<file path="src/rtl/riscv_run_ctrl.sv">
// Boot/run sequencer: streams a program image into imem, releases the core
// from reset, counts run cycles and stops on halt or timeout.
module riscv_run_ctrl #(
    parameter int unsigned ADDR_W         = 8,
    parameter int unsigned CYC_W          = 32,
    parameter int unsigned TIMEOUT_CYCLES = 300
) (
    input  logic              clk,
    input  logic              start,
    input  logic              ld_valid,
    input  logic [7:0]        ld_data,
    input  logic              ld_last,
    output logic              ld_ready,
    input  logic              go,
    output logic              imem_we,
    output logic [ADDR_W-1:0] imem_addr,
    output logic [31:0]       imem_wdata,
    output logic              cpu_rst_n,
    input  logic              cpu_halt,
    output logic              done,
    output logic              timeout,
    output logic              load_err,
    output logic [CYC_W-1:0]  cycle_count,
    output logic [ADDR_W:0]   words_loaded
);

    // S_FLUSH is the cycle in which the final image word is written to imem.
    typedef enum logic [2:0] {
        S_IDLE,
        S_LOAD,
        S_FLUSH,
        S_RUN,
        S_DONE
    } state_t;

    localparam logic [ADDR_W:0] DEPTH = {1'b1, {ADDR_W{1'b0}}};

    state_t      state;
    state_t      state_next;
    logic [1:0]  byte_idx;
    logic [31:0] byte_buf;

    logic        xfer;
    logic        fresh;
    logic [1:0]  idx_cur;
    logic [31:0] buf_cur;
    logic [ADDR_W:0] wl_cur;
    logic [31:0] word_asm;
    logic        word_done;
    logic        overflow;
    logic        at_limit;

    // A transfer in IDLE/DONE starts a new image, so it sees cleared load state.
    assign xfer      = ld_valid & ld_ready;
    assign fresh     = (state == S_IDLE) || (state == S_DONE);
    assign idx_cur   = fresh ? 2'd0 : byte_idx;
    assign buf_cur   = fresh ? '0 : byte_buf;
    assign wl_cur    = fresh ? '0 : words_loaded;
    assign word_asm  = buf_cur | (32'(ld_data) << {idx_cur, 3'b000});
    assign word_done = xfer & ((idx_cur == 2'd3) | ld_last);
    assign overflow  = (wl_cur == DEPTH);
    assign at_limit  = (cycle_count == CYC_W'(TIMEOUT_CYCLES - 1));

    always_ff @(posedge clk or negedge start) begin
        if (!start) begin
            state <= S_IDLE;
        end else begin
            state <= state_next;
        end
    end

    always_comb begin
        state_next = state;
        case (state)
            S_IDLE: begin
                if (xfer) begin
                    state_next = ld_last ? S_FLUSH : S_LOAD;
                end else if (go && (words_loaded != '0)) begin
                    state_next = S_RUN;
                end
            end
            S_LOAD: begin
                if (xfer && ld_last) begin
                    state_next = S_FLUSH;
                end
            end
            S_FLUSH: state_next = S_RUN;
            S_RUN: begin
                if (cpu_halt || at_limit) begin
                    state_next = S_DONE;
                end
            end
            S_DONE: begin
                if (xfer) begin
                    state_next = ld_last ? S_FLUSH : S_LOAD;
                end else if (go) begin
                    state_next = S_RUN;
                end
            end
            default: state_next = S_IDLE;
        endcase
    end

    always_comb begin
        ld_ready = 1'b0;
        case (state)
            S_IDLE, S_LOAD, S_DONE: ld_ready = 1'b1;
            default:                ld_ready = 1'b0;
        endcase
    end

    always_ff @(posedge clk or negedge start) begin
        if (!start) begin
            byte_idx     <= '0;
            byte_buf     <= '0;
            imem_we      <= 1'b0;
            imem_addr    <= '0;
            imem_wdata   <= '0;
            cpu_rst_n    <= 1'b0;
            done         <= 1'b0;
            timeout      <= 1'b0;
            load_err     <= 1'b0;
            cycle_count  <= '0;
            words_loaded <= '0;
        end else begin
            imem_we   <= 1'b0;
            cpu_rst_n <= (state_next == S_RUN);

            if (xfer) begin
                if (fresh) begin
                    load_err <= 1'b0;
                    done     <= 1'b0;
                    timeout  <= 1'b0;
                end
                if (word_done) begin
                    byte_idx <= '0;
                    byte_buf <= '0;
                    if (overflow) begin
                        load_err     <= 1'b1;
                        words_loaded <= wl_cur;
                    end else begin
                        imem_we      <= 1'b1;
                        imem_addr    <= wl_cur[ADDR_W-1:0];
                        imem_wdata   <= word_asm;
                        words_loaded <= wl_cur + 1'b1;
                    end
                end else begin
                    byte_idx     <= idx_cur + 2'd1;
                    byte_buf     <= word_asm;
                    words_loaded <= wl_cur;
                end
            end

            if ((state != S_RUN) && (state_next == S_RUN)) begin
                cycle_count <= '0;
                done        <= 1'b0;
                timeout     <= 1'b0;
            end

            // The count is frozen on the exiting cycle; halt takes priority.
            if (state == S_RUN) begin
                if (cpu_halt) begin
                    done <= 1'b1;
                end else if (at_limit) begin
                    done    <= 1'b1;
                    timeout <= 1'b1;
                end else begin
                    cycle_count <= cycle_count + 1'b1;
                end
            end
        end
    end

endmodule

</file>
<file path="config.mk">
export PLATFORM = sky130hd
export DESIGN_NAME = riscv_run_ctrl
export DESIGN_NICKNAME = d
export VERILOG_FILES = /design/src/rtl/riscv_run_ctrl.sv
export SDC_FILE = /design/constraint.sdc
export NUM_CORES = 1
export LEC_CHECK = 0
export BUFFER_PORTS_ARGS = -buffer_cell sky130_fd_sc_hd__buf_2
export CAP_MARGIN = 15
export CORE_MARGIN = 3
export CORE_UTILIZATION = 55
export CTS_CLUSTER_DIAMETER = 50
export DETAILED_ROUTE_END_ITERATION = 10
export GPL_ROUTABILITY_DRIVEN = 0
export PLACE_DENSITY_LB_ADDON = 0.05
export SETUP_SLACK_MARGIN = 0.1
export SLEW_MARGIN = 20
export SYNTH_ARGS = -nofsm -noshare
export SYNTH_HDL_FRONTEND = slang
export SYNTH_SLANG_ARGS = --single-unit
</file>
<file path="constraint.sdc">
create_clock -name clk -period 8.4 [get_ports clk]
set_input_delay 1.68 -clock clk [delete_from_list [all_inputs] [get_ports clk]]
set_output_delay 1.68 -clock clk [all_outputs]
set_load 0.05 [all_outputs]
</file>
==> results of run 1 <==
## cells in the final DEF, fill, tap and decap left out, types with 8 or more instances in the layout
| master | synthesis | routed |
|---|---|---|
| inv_1 | 20 | 20 |
| buf_2 | 16 | 99 |
| nand3_1 | 25 | 25 |
| nand4_1 | 10 | 10 |
| clkbuf_16 | 0 | 16 |
| a22o_1 | 26 | 26 |
| dfrtp_1 | 123 | 123 |
| a31oi_1 | 14 | 14 |
| or4_1 | 8 | 8 |
| nand2_1 | 63 | 63 |
| a221oi_1 | 25 | 25 |
| o21ai_0 | 12 | 12 |
| nor2_1 | 73 | 72 |
| o31ai_1 | 15 | 15 |
| a21oi_1 | 40 | 40 |
| o211ai_1 | 8 | 8 |
## worst min-delay path: stages (launching register included)
cell	delay [ns]
dfrtp_1	0.34
nand2_1	0.05
nand2_1	0.05
## worst max path at each step
stage | from | to | slack [ns] | cells after the start
final | state[0] | ld_ready | 5.21 | 2
after detailed placement | cpu_halt | cycle_count[11] | 4.91 | 5
after floorplan | ld_valid | cycle_count[0] | 5.29 | 7
after global routing | state[0] | words_loaded[4] | 5.02 | 11
after CTS | state[0] | ld_ready | 5.22 | 2
after global placement | cpu_halt | cycle_count[11] | 5.02 | 5
## kinds of logic (layout without fill, tap and decap cells)
family / after synthesis / count (layout)
adder cells (fa/ha/maj): 4 / 4
XOR/XNOR: 10 / 10
AND/OR/NAND/NOR: 231 / 231
buffers and inverters: 63 / 159
AO/OA/AOI/OAI: 166 / 166
flip-flops: 123 / 123
## per-stage QoR
stage	std cells	util	power, W	instance area [um2]
floorplan	597	-	0.00156	5810
global placement	794	0.632	0.00179	6350
detailed placement	794	0.632	0.00181	6350
CTS	826	0.691	0.00253	6940
global route	826	0.691	0.00265	6950
finish	826	0.691	0.00252	6950
## final cells by class
class | instances | area, um2
repair buffers | 106 | 552
inverters | 21 | 78.8
multi-input cells | 411 | 2480
well taps | 133 | 166
flip-flops and latches | 123 | 3080
clock buffers | 19 | 442
fillers | 781 | 3100
clock inverters | 13 | 145
## registers in the layout, indices dropped and copies added (netlist names)
signal        cells
byte_buf         32
byte_idx          2
cpu_rst_n         1
cycle_count      32
done              1
imem_addr         8
imem_wdata       32
imem_we           1
load_err          1
state             3
timeout           1
words_loaded      9
## layer usage
metal / GRT usage / wire [um]
met1: 0.394 / 6790
met2: 0.406 / 6940
met3: 0.0598 / 982
met4: 0.0902 / 218
met5: 0 / 0
## power breakdown
group          internal (W)  total, W  switching [W]
Sequential         0.000737  0.000845       0.000108
Combinational      0.000229  0.000960       0.000731
Clock              0.000438  0.000714       0.000275
==> metrics.cfg, run 1 <==
[synth]
synth_most_common_cell = dfrtp_1
synth_area_leaders = dfrtp_1, nor2_1, nand2_1
synth_compound_area_frac = 0.203
synth_fa_ha_area_frac = 0.00861
async_flop_share = 1.00
synth_area_um2 = 5810
ys_seq_elements = 123
netlist_instances = 597
ys.flop_type = dfrtp_1
syn-num-nets = 615
yosys-top-cells-count = dfrtp_1, nor2_1, nand2_1
synth-simple-area-share = 0.200
synth_xor_area_frac = 0.0151
yosys.area.top_type = dfrtp_1
synth_top_cell_area_share = 0.529
syn_avg_cell_area_um2 = 9.74
synth_edf_count = 0
ys_seq_area_frac = 0.529
synth_top_family_by_area = compound AO/OA/AOI/OAI gates
synthMuxAreaShare = 0
ys_warn_count = 0
synth.distinct_cells = 56

[global_routing]
gr-total-overflow = 0
grt_pass1_wl_um = 25100
grt_start_max_net_pins = 87
grt.total_usage = 0.271
antenna_found_initial = 0
grt_pass1_vias = 4952

[timing]
slew_viol_final = 0
fin_ws_ns = 5.21
fin_setup_tns_ns = 0
min_period_over_period = 0.380
min_period_ns = 3.19
hold_viol_final = 0
fmax_mhz = 313
rsz0062_at_grt = false
timing.hold.ws_ns = 0.463
finalSetupViolCount = 0
worstMarginPinSlew_ns = 0.965
max_slew_margin = 0.357
worst_clock_skew_ns = 0.00935

[cells_and_area]
fin_nets = 698
area_growth_pct = 19.5
drive_above_1_share = 0.225
antennaDiodeCount = 0

[status]
status = finished, final reports clean

[clocking]
postCtsSetupBuffers = 0
insertion_delay_ns = 0.52
cts-resized-gates = 0
clkSinkCount = 123
path_clk_slew_ns = 0.06
clk_path_buf_depth = 2
cts_tree = done
cts_buffers = 17
ctsHoldBuffers = 0
cts_root_buf = clkbuf_8
htree_levels = 4

[route]
wl_per_cell_um = 18.1
drt-initial-drc-count = 393
ant_nets = 0
drc = 0
wl_um = 14900
firstDrtPassIters = 6
vias = 5123
via_per_inst = 6.20

[setup_path]
cpPeakStageDelay_ns = 0.49
r2r-end = words_loaded[4]
r2r_cells = 11
path_cells = a21oi_1, buf_2
criticalPathCategory = reg -> out
critPathBufInv = 1
required_ns = 6.72
cp-end-kind = output port
cp_slowest_cell = dfrtp_1
reg2reg_slack_ns = 5.28
worstPathArrival_ns = 1.51
timing.rr.start = state[1]
crit_fanout = 10
critPathLaunchType = register
path_delay_family = flip-flops

[floorplan]
dieArea_um2 = 11800
rows = 36
die_w_um = 109
core_um2 = 10000
start_util = 0.579
die_h_um = 109
ios = 101

[min_path]
hold_class = reg -> reg
hold_depth = 2
hp-start = imem_addr[2]
hold_end = imem_addr[2]

[run]
drv_cap = 0

[placement]
pre_cts_ws_ns = 4.91
io_buffers = 100
hpwl_um = 9700

[power]
vdd_drop_max_mv = 0.243
p_leak_nw = 3.22
power.density_nw_per_um2 = 363

No activity file was read; power rests on OpenSTA's default activity.
==> run 2: changes to the inputs <==
- clock period: 8.4 -> 3.05 ns (I/O delays scaled with it)
==> run 2 against run 1 <==
Against the previous run: setup slack worse by 4.9 ns; die area unchanged; sequential share of layout area shrank 0.38 points; sequential power rose to 2.7 times the previous value; hold slack worse by 0.38 ns; first-iteration DRC count increased by 8.4%; clock-buffer cell count grew 1; total power grew to 2.8 times the previous value; critical endpoint is now words_loaded[6].
==> metrics.cfg, run 2 (synthesized netlist as in run 1, its figures left out) <==
[status]
status = finished, final reports clean

[global_routing]
grt_start_max_net_pins = 55  ; -37%
antenna_found_initial = 0  ; unchanged
gr-total-overflow = 0  ; unchanged
grt_pass1_vias = 4821  ; -2.6%
grt_pass1_wl_um = 24800  ; -1.2%
grt.total_usage = 0.268  ; -0.00332

[timing]
hold_viol_final = 0  ; unchanged
worst_clock_skew_ns = 0.0101  ; +0.000700 ns
finalSetupViolCount = 0  ; unchanged
worstMarginPinSlew_ns = 0.986  ; +0.0207 ns
fin_setup_tns_ns = 0  ; unchanged
min_period_ns = 2.71
slew_viol_final = 0  ; unchanged
min_period_over_period = 0.890
fmax_mhz = 369
max_slew_margin = 0.343  ; -0.0138
rsz0062_at_grt = true
fin_ws_ns = 0.337  ; -4.87 ns

[setup_path]
worstPathArrival_ns = 3.12  ; +1.61 ns
critPathBufInv = 2  ; +1
required_ns = 3.45  ; -3.27 ns
cp_slowest_cell = dfrtp_1
timing.rr.start = state[0]
crit_start = state[0]
path_delay_family = simple AND/OR/NAND/NOR gates
endpoint = words_loaded[6]
r2r_cells = 10  ; -1
crit_fanout = 33  ; +23
cp.depth = 10  ; +8
cp-end-kind = register
cpPeakStageDelay_ns = 0.50  ; about the same
r2r-end = words_loaded[6]
path_cells = or2_1, nand2_1, inv_1, ha_1, nor2_1, and4bb_2, nand2b_2, inv_2, nand4_1, xor2_1
criticalPathCategory = reg -> reg
reg2reg_slack_ns = 0.34  ; -4.94 ns
critPathLaunchType = register

[cells_and_area]
layout_commonest_cell = dfrtp_1
antennaDiodeCount = 0  ; unchanged
fillCellCount = 787  ; +0.77%
mostFrequentLayoutCells = dfrtp_1, buf_2, nor2_1
drive_above_1_share = 0.228  ; +0.00301
area_growth_pct = 20.5
fin_nets = 703  ; +0.72%
reg.largest.list = byte_buf x32, cycle_count x32, imem_wdata x32

[power]
vdd_drop_max_mv = 0.892  ; +270%
internal_power_w = 0.00397  ; +180%
p_leak_nw = 3.26  ; +1.4%
pwr-share-seq = 0.329  ; -0.007
power_switching_share = 0.437  ; -0.00594
combPwrFrac = 0.387  ; +0.006
pwr-share-clk = 0.285  ; +0.002
power.density_nw_per_um2 = 1010  ; +180%
power_switching_w = 0.00308  ; +180%
p_total_w = 0.00705  ; +180%

[clocking]
clk_path_buf_depth = 2  ; unchanged
cts_buffers = 17  ; unchanged
cts_tree = done
path_clk_slew_ns = 0.06  ; about the same
insertion_delay_ns = 0.52  ; about the same
cts_root_buf = clkbuf_8
htree_levels = 4  ; unchanged
clkSinkCount = 123  ; unchanged

[route]
routed.top_layer = met4
dr_wl_met2_um = 6910  ; -0.55%
wl_met1_um = 7040  ; +3.7%
ant_nets = 0  ; unchanged
via_per_inst = 6.23  ; +0.47%
wl_um = 15000  ; +0.74%
vias = 5172  ; +0.96%
drt-initial-drc-count = 426  ; +8.4%
dr_wl_met3_um = 951  ; -3.2%
firstDrtPassIters = 4  ; -2
wl_per_cell_um = 18.1  ; +0.25%
drc = 0  ; unchanged

[floorplan]
core_um2 = 10000  ; unchanged
rows = 36  ; unchanged
start_util = 0.579  ; unchanged
die_h_um = 109  ; unchanged
dieArea_um2 = 11800  ; unchanged
die_w_um = 109  ; unchanged
ios = 101  ; unchanged

[run]
drv_cap = 0  ; unchanged

[placement]
hpwl_um = 10000  ; +3.1%
pre_cts_ws_ns = 0.340  ; -4.57 ns
io_buffers = 100  ; unchanged

[min_path]
hold_class = in -> async

run 2: metrics by stage:
stage	cell area (um2)	util	hold WS, ns	instances
finish	7010	0.697	0.0841	830
global route	7010	0.697	0.110	830
CTS	7000	0.697	0.0985	830
detailed placement	6410	0.638	0.456	799
global placement	6400	0.637	0.449	799
floorplan	5810	-	0.314	597
run 2: worst min-delay path by stage:
stage	start	to	slack, ns	cells after the start
6_report	start	imem_addr[5]	0.08	1
5_1_grt	start	imem_addr[5]	0.11	1
4_1_cts	start	imem_addr[5]	0.1	1
3_5_place_dp	imem_addr[4]	imem_addr[4]	0.46	2
3_3_place_gp	imem_addr[4]	imem_addr[4]	0.45	2
2_1_floorplan	start	byte_buf[0]	0.31	0
run 2: power groups by stage:
stage          combinational, W  sequential (W)  clock (W)
2_1_floorplan           0.00109         0.00322          0
3_3_place_gp            0.00265         0.00231          0
3_5_place_dp            0.00270         0.00233          0
4_1_cts                 0.00273         0.00231    0.00202
5_1_grt                 0.00294         0.00236    0.00210
6_report                0.00272         0.00232    0.00201
run 2: final cells by class:
class                      count  area [um2]  share of cell area
clock buffer                  20         445              0.0636
inverter                      21        78.8              0.0113
multi-input combinational    411        2490               0.356
clock inverter                11         145              0.0207
sequential                   123        3080               0.439
timing repair buffer         111         598              0.0854
tap                          133         166              0.0238
run 2: what timing repair did:
action,4_1_cts,5_1_grt
resized for setup,0,1
hold buffers,0,0
buffers inserted,0,0
setup endpoints to repair,0,8
run 2: routing by layer:
layer  GRT usage  vias to the layer above
met2       0.402                      196
met1       0.393                     2593
met5           0                        -
met4      0.0721                        0
met3      0.0634                       20
li1            -                     2363
